File: config.mk
export PLATFORM = sky130hd
export DESIGN_NAME = sqrt_rr_sched
export DESIGN_NICKNAME = d
export VERILOG_FILES = /design/src/rtl/sqrt_rr_sched.sv
export SDC_FILE = /design/constraint.sdc
export NUM_CORES = 1
export LEC_CHECK = 0
export ABC_AREA = 1
export CORE_ASPECT_RATIO = 2
export CORE_MARGIN = 3
export CORE_UTILIZATION = 54
export DETAILED_ROUTE_END_ITERATION = 10
export PLACE_DENSITY = 0.87
export SETUP_SLACK_MARGIN = 0.02
export SYNTH_ARGS = -nofsm -noshare
export SYNTH_HDL_FRONTEND = slang
export SYNTH_SLANG_ARGS = --single-unit
File: constraint.sdc
create_clock -name clk_i -period 4.3 [get_ports clk_i]
set_input_delay 1.075 -clock clk_i [delete_from_list [all_inputs] [get_ports clk_i]]
set_output_delay 1.075 -clock clk_i [all_outputs]
set_load 0.005 [all_outputs]
File: src/rtl/sqrt_rr_sched.sv
// Round-robin front end that time-shares one iterative sqrt unit among N requesters.
// One transaction at a time: grant, strobe the unit, wait out its busy, return the result.
module sqrt_rr_sched #(
   parameter int N       = 4,
   parameter int MAX_CYC = 32
) (
   input  logic           clk_i,
   input  logic           rst_i,
   input  logic [N-1:0]   req_i,
   input  logic [8*N-1:0] x_bi,
   output logic [N-1:0]   done_o,
   output logic           err_o,
   output logic [7:0]     y_bo,
   output logic           busy_o,
   output logic           unit_start_o,
   output logic [7:0]     unit_x_bo,
   input  logic           unit_busy_i,
   input  logic [7:0]     unit_y_bi
);

   localparam int IW = (N > 1) ? $clog2(N) : 1;
   localparam int WW = $clog2(MAX_CYC) + 1;

   typedef enum logic [2:0] {S_IDLE, S_ISSUE, S_WAIT, S_RUN, S_DONE} state_t;

   state_t          state_q, state_d;
   logic [IW-1:0]   ptr_q, ptr_d;
   logic [IW-1:0]   own_q, own_d;
   logic [WW-1:0]   wd_q, wd_d;
   logic [N-1:0]    done_q, done_d;
   logic            err_q, err_d;
   logic [7:0]      y_q, y_d;
   logic            start_q, start_d;
   logic [7:0]      ux_q, ux_d;

   logic            gnt_vld;
   logic [IW-1:0]   gnt_idx;
   logic [7:0]      gnt_x;
   logic [IW:0]     sum;
   logic [IW-1:0]   idx;
   logic            wd_exp;

   assign wd_exp = (wd_q == WW'(MAX_CYC - 2));

   always_comb begin
      state_d = state_q;
      ptr_d   = ptr_q;
      own_d   = own_q;
      wd_d    = wd_q;
      done_d  = '0;
      err_d   = err_q;
      y_d     = y_q;
      start_d = 1'b0;
      ux_d    = ux_q;
      gnt_vld = 1'b0;
      gnt_idx = '0;
      gnt_x   = '0;
      sum     = '0;
      idx     = '0;

      // Search upward from the pointer, wrapping at N; first hit wins.
      for (int k = 0; k < N; k++) begin
         sum = {1'b0, ptr_q} + (IW+1)'(k);
         if (sum >= (IW+1)'(N)) sum = sum - (IW+1)'(N);
         idx = sum[IW-1:0];
         if (!gnt_vld && req_i[idx]) begin
            gnt_vld = 1'b1;
            gnt_idx = idx;
            gnt_x   = x_bi[{idx, 3'b000} +: 8];
         end
      end

      case (state_q)
         S_IDLE: begin
            if (gnt_vld) begin
               own_d   = gnt_idx;
               ux_d    = gnt_x;
               start_d = 1'b1;
               state_d = S_ISSUE;
            end
         end
         S_ISSUE: begin
            wd_d    = '0;
            state_d = S_WAIT;
         end
         S_WAIT: begin
            wd_d = wd_q + 1'b1;
            if (unit_busy_i) begin
               state_d = S_RUN;
            end else if (wd_exp) begin
               y_d          = 8'hFF;
               err_d        = 1'b1;
               done_d[own_q] = 1'b1;
               state_d      = S_DONE;
            end
         end
         S_RUN: begin
            wd_d = wd_q + 1'b1;
            // A normal finish on the same cycle as the timeout still counts as success.
            if (!unit_busy_i) begin
               y_d          = unit_y_bi;
               err_d        = 1'b0;
               done_d[own_q] = 1'b1;
               state_d      = S_DONE;
            end else if (wd_exp) begin
               y_d          = 8'hFF;
               err_d        = 1'b1;
               done_d[own_q] = 1'b1;
               state_d      = S_DONE;
            end
         end
         S_DONE: begin
            ptr_d   = (own_q == IW'(N - 1)) ? '0 : own_q + 1'b1;
            state_d = S_IDLE;
         end
         default: state_d = S_IDLE;
      endcase
   end

   always_ff @(posedge clk_i) begin
      if (!rst_i) begin
         state_q <= S_IDLE;
         ptr_q   <= '0;
         own_q   <= '0;
         wd_q    <= '0;
         done_q  <= '0;
         err_q   <= 1'b0;
         y_q     <= '0;
         start_q <= 1'b0;
         ux_q    <= '0;
      end else begin
         state_q <= state_d;
         ptr_q   <= ptr_d;
         own_q   <= own_d;
         wd_q    <= wd_d;
         done_q  <= done_d;
         err_q   <= err_d;
         y_q     <= y_d;
         start_q <= start_d;
         ux_q    <= ux_d;
      end
   end

   assign done_o       = done_q;
   assign err_o        = err_q;
   assign y_bo         = y_q;
   assign busy_o       = (state_q != S_IDLE);
   assign unit_start_o = start_q;
   assign unit_x_bo    = ux_q;

endmodule

Word-level counts from Yosys, hierarchy flattened
Index checks and enable logic that the tools add are counted.
{"block": "word_totals", "elab_cells": 101, "out_inout_bits": 23, "ff_bits": 35, "inputBits": 47}
{"block": "op_classes", "n_mux": 46, "eq_ne": 8, "shifts": 4, "magnitude_cmp": 10, "add_sub_neg": 9, "n_reduce_logical": 15}
{"operator": "variable part select 32 x 6 -> 8 bit", "count": 4}
{"operator": "2-to-1 mux 8 bit", "count": 7}
{"operator": "2-to-1 mux 2 bit", "count": 9}
{"operator": "one-hot mux 8 bit (2 select lines)", "count": 1}
{"operator": "< comparator 2 x 3 -> 1 bit (second input constant)", "count": 5}
{"operator": "2-to-1 mux 1 bit", "count": 13}
{"operator": "2-to-1 mux 3 bit", "count": 4}
{"operator": "2-to-1 mux 4 bit", "count": 3}
{"operator": "one-hot mux 3 bit (4 select lines)", "count": 1}
{"operator": "one-hot mux 6 bit (2 select lines)", "count": 1}
{"operator": "greater-or-equal comparator 3 bit (second input constant)", "count": 3}
{"operator": "binary-select mux 1 bit (select 2 bit)", "count": 4}
{"operator": "one-hot mux 4 bit (2 select lines)", "count": 1}
{"operator": "subtractor 2 x 1 -> 2 bit (second input constant)", "count": 4}
{"operator": "adder 2 x 2 -> 3 bit (second input constant)", "count": 2}
{"operator": "adder 6 x 1 -> 6 bit (second input constant)", "count": 1}
{"operator": "equality test 3 x 2 -> 1 bit (second input constant)", "count": 2}
{"operator": "equality test 6 x 5 -> 1 bit (second input constant)", "count": 1}
{"operator": "AND reduction 2 bit", "count": 3}
{"operator": "logical AND 1 bit", "count": 4}
{"operator": "!= test 2 bit (second input constant)", "count": 2}
{"operator": "nonzero test 2 bit", "count": 2}
{"operator": "adder 2 x 1 -> 3 bit (second input constant)", "count": 1}
{"operator": "equality test 3 x 1 -> 1 bit (second input constant)", "count": 1}
{"operator": "11 further kinds", "count": 13}

Logic depth before layout (Yosys ltp)
Gate-level depths: netlist (run 1).
{"block": "depth", "depth_word": 16, "ltp_mapped": 12, "ltp_nobuf": 12}

Worst setup path after synthesis (run 1)
Ideal clock, no wire load.
{"block": "synth_timing", "path_kind": "input port to flip-flop", "from": "input req_i[1]", "to": "register own_q[0]", "path_slack_ns": 2.212, "t_arrival_ns": 1.974, "required_time_ns": 4.186, "setup_ns": 0.114, "n_path_buf": 1, "stages": 11, "path_cell_list": "nand2_1 -> nand2_1 -> nand2_1 -> nand2_4 -> nor2_8 -> nand3b_4 -> nand2_2 -> buf_6 -> nand2_1 -> nand2_1 -> nor2_1"}
{"block": "synth_via", "elab_chain_len": 13, "elab_cells_between_ends": 23, "cone_classes": "16 x mux; 7 x reduce/logical"}
{"item": "start: declaration", "line": "9", "text": "input logic [N-1:0] req_i,"}
{"item": "binary-select mux 1 bit (select 2 bit)", "line": "66", "text": "if (!gnt_vld && req_i[idx]) begin"}
{"item": "2-to-1 mux 1 bit (not written as such)", "line": "66"}
{"item": "2-to-1 mux 1 bit", "line": "66"}
{"item": "zero test 1 bit", "line": "66"}
{"item": "logical AND 1 bit", "line": "66"}
{"item": "2-to-1 mux 1 bit", "line": "66"}
{"item": "zero test 1 bit", "line": "66"}
{"item": "logical AND 1 bit", "line": "66"}
{"item": "2-to-1 mux 1 bit", "line": "66"}
{"item": "zero test 1 bit", "line": "66"}
{"item": "logical AND 1 bit", "line": "66"}
{"item": "2-to-1 mux 1 bit", "line": "66"}
{"item": "AND reduction 2 bit (no source line)"}
{"item": "end signal: assignment", "line": "134", "text": "own_q <= own_d;"}
{"item": "end: declaration", "line": "28", "text": "logic [IW-1:0] own_q, own_d;"}
Several ways; a longest one is shown, not always the timed one. The select of a mux whose other input is x is not followed.
A chain may end at the register's enable or synchronous reset.

Worst setup path in the final report (run 1)
{"block": "layout_timing", "from": "register state_q[1]", "to": "output busy_o"}
{"block": "layout_via", "elab_chain_len": 1}
{"item": "start: declaration", "line": "26", "text": "state_t state_q, state_d;"}
{"item": "start signal: assignment", "line": "132", "text": "state_q <= state_d;"}
{"item": "nonzero test 3 bit", "line": "147", "text": "assign busy_o = (state_q != S_IDLE);"}
{"item": "end: declaration", "line": "14", "text": "output logic busy_o,"}
No other way between the ends.

==> flow_summary.yaml, run 1 <==
floorplanning:
  rows: 36
  initial_core_util: 0.5607
  die_w_um: 56.26
  die_y_um: 106.5
  die-area_sq_um: 5992
  io_pins: 70
  coreArea_sq_um: 4865
yosys:
  async_flop_share: 0
  synth_edf_count: 0
  ys.flop_type: "dfxtp_1"
  synthCells: 466
  syn_area_sq_um: 2728
  syn_area_per_cell_sq_um: 5.853
  synth_cell_types: 29
  seq_area_frac_synth: 0.2569
  ys.warnings.count: 0
  synth_fp_nets: 519
  synth_seq_cells: 35
setup_path:
  timing.rr.start: "ptr_q[1]$_SDFFE_PN0N_"
  reg2reg_to: "unit_x_bo[5]$_SDFFE_PN0P_"
  crit_path_cell_trace: "nor2_1 > inv_1 > nor2_1 > inv_1 > clkdlybuf4s50_1"
  crit_path_top_delay_cell: "nor2_1"
  critical_path_class: "reg -> out"
  path_buf_inv: 3
  start_kind: "register"
  worstPathRequired_ns: 3.22
  critical-path-top-delay-family: "buffers and inverters"
  slowest_delay_ns: 0.57
  cp-startpoint: "state_q[1]$_SDFFE_PN0P_"
  rr_worst_depth: 11
  reg2reg_slack_ns: 1.60
  critPathArrivalTime_ns: 2.09
  end_kind: "output port"
  path_max_fanout: 12
placed_design:
  io_buffers: 69
  place_ws_ns: 1.384
  hpwl_um: 5488
  place_congestion: 0.8905
global_route:
  grt_overflow_total: 0
  antenna_found_initial: 0
  grt_pass1_vias: 2924
  grt_pass1_wl_um: 11760
  grt_use_total: 0.2359
  grt_max_degree: 44
cells_and_area:
  seq_area_sq_um: 700.7
  drive_above_1_share: 0.05172
  multi_input_area_sq_um: 1672
  nFillCells: 417
  final_nets: 574
  diodes: 0
  synthToLayoutAreaGrowth_pct: 27.61
clock_tree:
  cts.path.max_buffers: 2
  cts_resized: 0
  clkTransAtPathRegs_ns: 0.07
  cts_htree_levels: 2
  worst_skew_pair.late_latency_ns: 0.28
  postCtsHoldBufs: 0
  numCtsBuffers: 5
  clock_sinks: 35
  cts_root_buf: "clkbuf_8"
  postCtsSetupBuffers: 0
  cts_tree: "built"
sta:
  drv_slew: 0
  maxSlewHeadroom: 0.3971
  rsz0062_at_grt: "false"
  hold_viol_final: 0
  period_minus_slack_ns: 3.164
  final.setup_skew_ns: 0.006404
  max_freq_mhz: 316.0
  layout_setup_ws_ns: 1.136
  finalCritPeriodShare: 0.7359
  final.setup.tns_ns: 0
  worstMarginPinSlew_ns: 0.9015
  setup_viol_count_final: 0
route:
  drtAntennaViolNets: 0
  vias: 3101
  wl_met1_um: 2482
  routed_wl_um: 6983
  route.met3.wl_um: 214
  wl_met2_um: 4050
  wl_per_cell_um: 12.06
  drtIter0Drc: 109
  dr.max_layer_used: "met4"
  via_per_inst: 5.356
  drt_pre_antenna_iters: 4
  drcViolationCount: 0
worst_hold_path:
  holdPathStages: 2
  min_from: "wd_q[5]$_SDFFE_PN0P_"
  hold_class: "reg -> reg"
  hold_end: "wd_q[5]$_SDFFE_PN0P_"
power:
  ir_drop_mv: 0.3494
  power.density_nw_per_um2: 335.7
  p_leak_nw: 1.642
outcome:
  status: "finished clean"
run:
  maxCapViolCount: 0
==> per-stage QoR <==
step / instances / util / hold WS, ns / instance area (sq um) / power [mW]
after floorplan: 466 / - / 0.4473 / 2728 / 0.6937
after global placement: 571 / 0.6914 / 0.4661 / 3363 / 0.8488
after detailed placement: 571 / 0.6914 / 0.4760 / 3363 / 0.8654
after CTS: 579 / 0.7155 / 0.4921 / 3481 / 1.172
after global routing: 579 / 0.7155 / 0.5286 / 3481 / 1.246
final: 579 / 0.7155 / 0.4956 / 3481 / 1.169
==> kinds of logic (layout without fill, tap and decap cells) <==
| family | count (synthesis) | after routing | synth area share |
|---|---|---|---|
| AND/OR/NAND/NOR | 267 | 267 | 0.4275 |
| AO/OA/AOI/OAI | 77 | 77 | 0.1578 |
| adder cells (fa/ha/maj) | 6 | 6 | 0.02752 |
| buffers and inverters | 81 | 137 | 0.1303 |
| flip-flops | 35 | 35 | 0.2569 |
==> power by group <==
group          internal (mW)  switching (mW)
sequential             0.372          0.0363
clock                  0.188           0.117
combinational          0.200           0.256
==> worst max-delay path by stage <==
stage                                      endpoint  cells after the start
after floorplan               own_q[0]$_SDFFE_PN0P_                     11
after global placement         wd_q[0]$_SDFFE_PN0P_                      5
after detailed placement  unit_x_bo[5]$_SDFFE_PN0P_                     11
after CTS                                    busy_o                      5
after global routing                         busy_o                      5
final                                        busy_o                      5
==> cells in the final DEF (no fill, tap or decap), types with 7 or more instances in the layout <==
cell type,Yosys,layout
a21oi_1,7,7
clkdlybuf4s50_1,0,69
dfxtp_1,35,35
inv_1,53,53
nand2_1,171,171
nand3_1,36,36
nand4_1,9,9
nor2_1,32,32
o21ai_0,56,56
o221ai_1,8,8
==> Yosys cell counts, drive strengths merged (2+ instances only) <==
library cell / instances / area (sq um)
a211oi: 2 / 15.01
a21oi: 7 / 35.03
buf: 15 / 107.6
clkbuf: 7 / 26.28
dfxtp: 35 / 700.7
ha: 6 / 75.07
inv: 58 / 217.7
nand2: 181 / 724.4
nand3: 37 / 190.2
nand3b: 2 / 27.53
nand4: 9 / 56.30
nor2: 33 / 140.1
nor3: 4 / 20.02
o21ai: 57 / 285.3
o221ai: 8 / 70.07
==> routing by layer <==
| layer | vias up | global-route usage |
|---|---|---|
| li1 | 1593 | - |
| met4 | 0 | 0.1307 |
| met5 | - | 0 |
| met1 | 1391 | 0.2147 |
| met2 | 95 | 0.4807 |
| met3 | 22 | 0.02066 |
==> area by class of cell <==
type / instances / area share
repair buffers: 70 / 0.2006
flip-flops and latches: 35 / 0.2013
clock inverters: 2 / 0.01006
well taps: 57 / 0.02049
inverters: 59 / 0.06362
multi-input cells: 350 / 0.4802
clock buffers: 6 / 0.02372
==> state kept, by name, summed over array words and instances, names as in the netlist <==
register,cells
unit_x_bo,8
y_bo,8
wd_q,6
done_o,4
state_q,3
own_q,2
ptr_q,2
err_o,1
unit_start_o,1
==> worst min-delay path: cells and delay by family, from the launching register on <==
kind	cells	cell delay [ns]
AOI/OAI and AO/OA	1	0.06
DFF	1	0.32
and+or+nand+nor	1	0.07
(Power assumes the default switching activity.)
==> run 2: changes to the inputs <==
--- a/config.mk
+++ b/config.mk
@@ -8,9 +8,9 @@
 export ABC_AREA = 1
 export CORE_ASPECT_RATIO = 2
 export CORE_MARGIN = 3
-export CORE_UTILIZATION = 54
+export CORE_UTILIZATION = 50
 export DETAILED_ROUTE_END_ITERATION = 10
-export PLACE_DENSITY = 0.87
+export PLACE_DENSITY = 0.81
 export SETUP_SLACK_MARGIN = 0.02
 export SYNTH_ARGS = -nofsm -noshare
 export SYNTH_HDL_FRONTEND = slang
==> constraint.sdc (replaced) <==
create_clock -name clk_i -period 3.3 [get_ports clk_i]
set_input_delay 0.825 -clock clk_i [delete_from_list [all_inputs] [get_ports clk_i]]
set_output_delay 0.825 -clock clk_i [all_outputs]
set_load 0.005 [all_outputs]
==> flow_summary.yaml, run 2 (synthesized netlist as in run 1, its figures left out) <==
run:
  maxCapViolCount: 0
setup_path:
  critical-path-top-delay-family: "buffers and inverters"
  start_kind: "register"
  crit_path_top_delay_cell: "clkdlybuf4s50_1"
  slowest_delay_ns: 0.51
  worstPathRequired_ns: 2.47
  reg2reg_to: "unit_x_bo[7]$_SDFFE_PN0P_"
  endpoint: "busy_o"
  crit_path_cell_trace: "nor2_1 > inv_1 > nor2_1 > buf_4 > inv_1 > clkdlybuf4s50_1"
  cp_num_cells: 6
  path_buf_inv: 4
  rr_worst_depth: 11
  end_kind: "output port"
  timing.rr.start: "ptr_q[0]$_SDFFE_PN0N_"
  path_max_fanout: 12
  reg2reg_slack_ns: 0.91
  critPathArrivalTime_ns: 1.68
  critical_path_class: "reg -> out"
  cp-startpoint: "state_q[1]$_SDFFE_PN0P_"
sta:
  period_minus_slack_ns: 2.509
  finalCritPeriodShare: 0.7602
  final.setup_skew_ns: 0.006276
  worstMarginPinSlew_ns: 0.4825
  hold_slack_ns: 0.4990
  final.setup.tns_ns: 0
  setup_viol_count_final: 0
  hold_viol_final: 0
  max_freq_mhz: 398.6
  maxSlewHeadroom: 0.6776
  rsz0062_at_grt: "false"
  drv_slew: 0
floorplanning:
  io_pins: 70
  initial_core_util: 0.5214
  die_w_um: 58.23
  rows: 37
  die-area_sq_um: 6431
  die_y_um: 110.5
  coreArea_sq_um: 5231
power:
  ir_drop_mv: 0.6418
  power_mw: 1.509
  p_leak_nw: 1.654
  power.density_nw_per_um2: 431.1
placed_design:
  io_buffers: 69
  place_congestion: 0.8718
  hpwl_um: 5399
  dp_cells: 575
clock_tree:
  postCtsHoldBufs: 0
  cts_htree_levels: 2
  cts_resized: 0
  cts_tree: "built"
  numCtsBuffers: 5
  worst_skew_pair.late_latency_ns: 0.29
  clock_sinks: 35
  cts_root_buf: "clkbuf_8"
  cts.path.max_buffers: 2
  postCtsSetupBuffers: 0
  clkTransAtPathRegs_ns: 0.07
global_route:
  antenna_found_initial: 0
  grt_overflow_total: 0
  grt_use_total: 0.2198
  grt_max_degree: 48
  grt_pass1_wl_um: 11700
  grt_pass1_vias: 2871
cells_and_area:
  layout_commonest_cell: "nand2_1"
  final_nets: 577
  mostFrequentLayoutCells: "171 x nand2_1, 69 x clkdlybuf4s50_1, 56 x o21ai_0"
  synthToLayoutAreaGrowth_pct: 28.30
  nFillCells: 496
  diodes: 0
  drive_above_1_share: 0.05714
  fin_cells: 583
route:
  drtAntennaViolNets: 0
  wl_per_cell_um: 11.78
  drcViolationCount: 0
  routed_wl_um: 6869
  vias: 3019
  drt_pre_antenna_iters: 4
  via_per_inst: 5.178
  drtIter0Drc: 166
outcome:
  status: "finished clean"
worst_hold_path:
  hold_class: "reg -> reg"
[run 2: tightest hold or removal path: stages (launching register included)]
cell	delay (ns)
dfxtp_1	0.33
nand2_1	0.07
a211oi_1	0.06
[run 2: per-layer routing]
layer  up-vias  wire length [um]  GRT usage
met4         0               202     0.1176
li1       1605                 -          -
met1      1312              2641     0.2245
met5         -                 0          0
met2        82              3822     0.4124
met3        20               203    0.01988
[run 2: report_power, final]
group | internal (mW) | total [mW] | switching (mW)
clock network | 0.225 | 0.384 | 0.159
registers | 0.485 | 0.527 | 0.0421
logic | 0.267 | 0.598 | 0.331
[run 2: worst min path at each step]
stage,slack (ns),to,depth (start not counted),start
after floorplan,0.45,wd_q[4]$_SDFFE_PN0P_,1,wd_q[4]$_SDFFE_PN0P_
after detailed placement,0.49,wd_q[5]$_SDFFE_PN0P_,2,wd_q[5]$_SDFFE_PN0P_
after global routing,0.52,wd_q[5]$_SDFFE_PN0P_,2,wd_q[5]$_SDFFE_PN0P_
after CTS,0.50,wd_q[5]$_SDFFE_PN0P_,2,wd_q[5]$_SDFFE_PN0P_
final,0.50,wd_q[5]$_SDFFE_PN0P_,2,wd_q[5]$_SDFFE_PN0P_
after global placement,0.46,wd_q[4]$_SDFFE_PN0P_,1,wd_q[4]$_SDFFE_PN0P_
[run 2: cell type report]
cell class / count / area (sq um) / area share
repair buffers: 73 / 720.7 / 0.2059
clock inverters: 3 / 43.79 / 0.01251
well taps: 58 / 72.57 / 0.02074
multi-input cells: 350 / 1672 / 0.4777
flip-flops and latches: 35 / 700.7 / 0.2002
inverters: 59 / 221.5 / 0.06328
clock buffers: 5 / 68.82 / 0.01966
[run 2: stage by stage]
stage / utilization / setup WS (ns) / instance area [sq um]
floorplan: - / 1.462 / 2728
global placement: 0.6475 / 0.7256 / 3387
detailed placement: 0.6475 / 0.6648 / 3387
CTS: 0.6690 / 0.7825 / 3500
global route: 0.6690 / 0.6703 / 3500
finish: 0.6690 / 0.7914 / 3500
==> variant 1, RTL diff (flow settings as in run 2) <==
Encoding of `state_t`: now Gray code (3 bits for 5 states).
--- a/src/rtl/sqrt_rr_sched.sv
+++ b/src/rtl/sqrt_rr_sched.sv
@@ -22,5 +22,5 @@
    localparam int WW = $clog2(MAX_CYC) + 1;
 
-   typedef enum logic [2:0] {S_IDLE, S_ISSUE, S_WAIT, S_RUN, S_DONE} state_t;
+   typedef enum logic [2:0] {S_IDLE = 3'b000, S_ISSUE = 3'b001, S_WAIT = 3'b011, S_RUN = 3'b010, S_DONE = 3'b110} state_t;
 
    state_t          state_q, state_d;
Function: same outputs for any inputs over 10 cycles, from zero or initial values and one cycle with rst_i low; not proved beyond that.
==> variant 1 against run 2 <==
Setup slack improved by 0.15 ns. Clock skew decreased by 0.0030 ns. Design area decreased by 1.5%. Wire length decreased by 5.5%. Critical endpoint is now unit_x_bo[3]. Total power decreased by 22%. Combinational power decreased by 36%. Synthesized area decreased by 1.1%. Clock power decreased by 18%. Die area decreased by 1.0%. Highest routed layer unchanged. Sequential cell count unchanged. Sequential power decreased by 7.0%.
==> variant 1: results (changes against run 2) <==
| Metric | Value |
|---|---|
| Worst Setup EP | unit_x_bo[3] |
| Drt initial violations | 165 (-0.60%) |
| Critical path peak fanout | 25 (+13) |
| Pleak | 1.602 nW (-3.1%) |
| Comb pwr share | 32.2% (-7.4 points) |
| Synth cell types | 32 (+10%) |
| Non-Clock Buffer Count | 72 (-1.4%) |
| Min-Delay Endpoint | wd_q[1] |
| Clk tree area frac | 2.540% (-0.68 points) |
| Clkbuf count | 6 (+1) |
| Status | finished, final reports clean |
| Worst R2R End | unit_x_bo[3] |
| Crit-path slowest cell | dfxtp_1 |
| Critical Path Max Stage Delay | 0.55 ns (+0.04 ns) |
| Sw power | 0.0003749 W (-30%) |
| Sequential share of cell area | 20.32% (+0.30 points) |
| Global placer's final weighted congestion | 0.8763 (+0.52%) |
| Multi-input logic area | 1664 µm² (-0.45%) |
| Commonest cells in the netlist | 167 x nand2_1, 56 x o21ai_0, 50 x inv_1 |
| PwrDens | 343.4 nW/µm² (-20%) |
| Compound-Gate Fraction of Synth Area | 16.33% (+0.55 points) |
| Post-synthesis adder-cell area fraction | 2.783% (+0.031 points) |
| Vias post-DR | 2917 (-3.4%) |
| R2R Setup Slk | 0.94 ns (+0.03 ns) |
| CP endpoint kind | flop |
| Fill count | 472 (-4.8%) |
| Crit path from | ptr_q[0] |
| Part of the power in registers | 41.4% (+6.5 points) |
| Post-synthesis sequential area ratio | 25.97% (+0.29 points) |
| Overall Global Routing Usage | 21.73% (-0.25 points) |
| Nets@finish | 569 (-1.4%) |
| Net count after synthesis | 511 (-1.5%) |
| Area contributors post-synth | dfxtp_1 26%, nand2_1 23%, o21ai_0 10% |
| Vias in the first global route | 2686 (-6.4%) |
| Global-route wire length before repair | 10900 µm (-6.8%) |
| Layout cells sized above 1 | 5.814% (+0.10 points) |
| Hold path start | wd_q[1] |
| Worst IR Drop VDD | 0.3686 mV (-43%) |
| Inverter count | 56 (-5.1%) |
| WL/cell | 11.31 µm (-4.0%) |
[variant 1: cells by family after synthesis]
group	after synthesis
DFF	35
AOI/OAI and AO/OA	79
buffers and inverters	77
and+or+nand+nor	261
adders and majority gates	6
[variant 1: through the flow]
| step | hold slack (ns) | worst slack (ns) | std cells | instance area (µm²) | util, % |
|---|---|---|---|---|---|
| after CTS | 0.5136 | 0.9327 | 574 | 3448 | 66.51 |
| after global placement | 0.4814 | 0.7445 | 567 | 3361 | 64.82 |
| after detailed placement | 0.5036 | 0.6825 | 567 | 3361 | 64.82 |
| after global routing | 0.5433 | 0.6384 | 574 | 3448 | 66.51 |
| final | 0.5126 | 0.9428 | 574 | 3448 | 66.51 |
| after floorplan | 0.4645 | 1.469 | 458 | 2698 | - |
[variant 1: per-layer routing]
layer / global-route usage [%] / vias to the layer above / wire, µm
met4: 13.10 / 0 / 167
met1: 21.37 / 1256 / 2459
met2: 41.42 / 71 / 3620
li1: - / 1580 / -
met3: 2.703 / 10 / 245
met5: 0 / - / 0
==> variant 2, RTL diff (settings of run 2) <==
Without the edit above. Set the parameter `N` to 16 (it was 4).
--- a/src/rtl/sqrt_rr_sched.sv
+++ b/src/rtl/sqrt_rr_sched.sv
@@ -2,5 +2,5 @@
 // One transaction at a time: grant, strobe the unit, wait out its busy, return the result.
 module sqrt_rr_sched #(
-   parameter int N       = 4,
+   parameter int N       = 16,
    parameter int MAX_CYC = 32
 ) (
Interface: changed (resized done_o, req_i and x_bi); port bits go from 70 to 190. The function was not compared with the original's and may differ.
==> variant 2 against run 2 <==
The run now fails in 5_1_grt. Synthesized area rose to 3.9 times the old value.
==> variant 2: results (changes against run 2) <==
| Metric | Value |
|---|---|
| Clock root buffer | clkbuf_16 |
| Largest net degree at the start of global routing | 41 |
| CTS H-tree depth | 2 (unchanged) |
| Synth cell types | 44 (+52%) |
| Net count after synthesis | 2354 (+350%) |
| Last stage | 5_1_grt |
| Commonest cells in the netlist | 974 x nand2_1, 251 x nand3_1, 226 x o21ai_0 |
| Grt total ovfl | 4 |
| Inst Count DP | 2729 (+370%) |
| Setup WS pre-CTS | -0.5257 ns (-1.190 ns) |
| Area contributors post-synth | nand2_1 34%, nand3_1 12%, o21ai_0 11% |
| TritonCTS Buffers | 5 (unchanged) |
| Detailed placement HPWL | 45970 µm (+750%) |
| Post-synthesis sequential area ratio | 9.614% (-16 points) |
| Global placer's final weighted congestion | 1.148 (+32%) |
| Status | stopped before the end |
| Cells after synthesis | 2186 (+370%) |
| Buffer levels on the longest clock path | 2 (unchanged) |
| GRT worst endpoint | own_q[2]$_SDFFE_PN0P_/D |
| Synth Register Bits | 51 (+46%) |
| Main synth FF type | dfxtp_1 |
| PortBufs | 189 (+170%) |
| Worst EP kind | register input |
| Error msg | [ERROR GRT-0232] Routing congestion too high. Check the congestion heatmap in the GUI. |
| Overall Global Routing Usage | 63.70% |
## variant 2: cell count changes after synthesis, sizes merged, moves of 11 or more
| cell | before | now |
|---|---|---|
| nand3 | 37 | 253 |
| nand2 | 181 | 991 |
| buf | 15 | 63 |
| dfxtp | 35 | 51 |
| a21oi | 7 | 55 |
| or2 | 0 | 41 |
| nor2 | 33 | 149 |
| inv | 58 | 129 |
| o21ai | 57 | 258 |
| a31oi | 0 | 11 |
| and2 | 0 | 40 |
| clkbuf | 7 | 73 |
## variant 2: cells by family after synthesis
group,share of synthesized area [%]
xor+xnor,0.8719
flops,9.614
compound gates,17.61
fa+ha+maj,1.532
buf+inv,10.67
simple gates,59.70
## variant 2: repair_timing
action / CTS
endpoints found under the hold margin: 0
pin swaps: 34
buffers inserted: 5
resized for setup: 86
setup endpoints to repair: 13
## variant 2: metrics by stage
stage                     utilization (%)  instance area, µm²
after global placement              68.77               14200
after floorplan                         -               10690
after detailed placement            68.77               14200
after CTS                           70.91               14640
## variant 2: metal layers
layer  GRT usage [%]  GRT overflow
met1           61.44             0
met5           6.027             0
met4           67.22             3
met3           42.39             0
met2           84.93             1
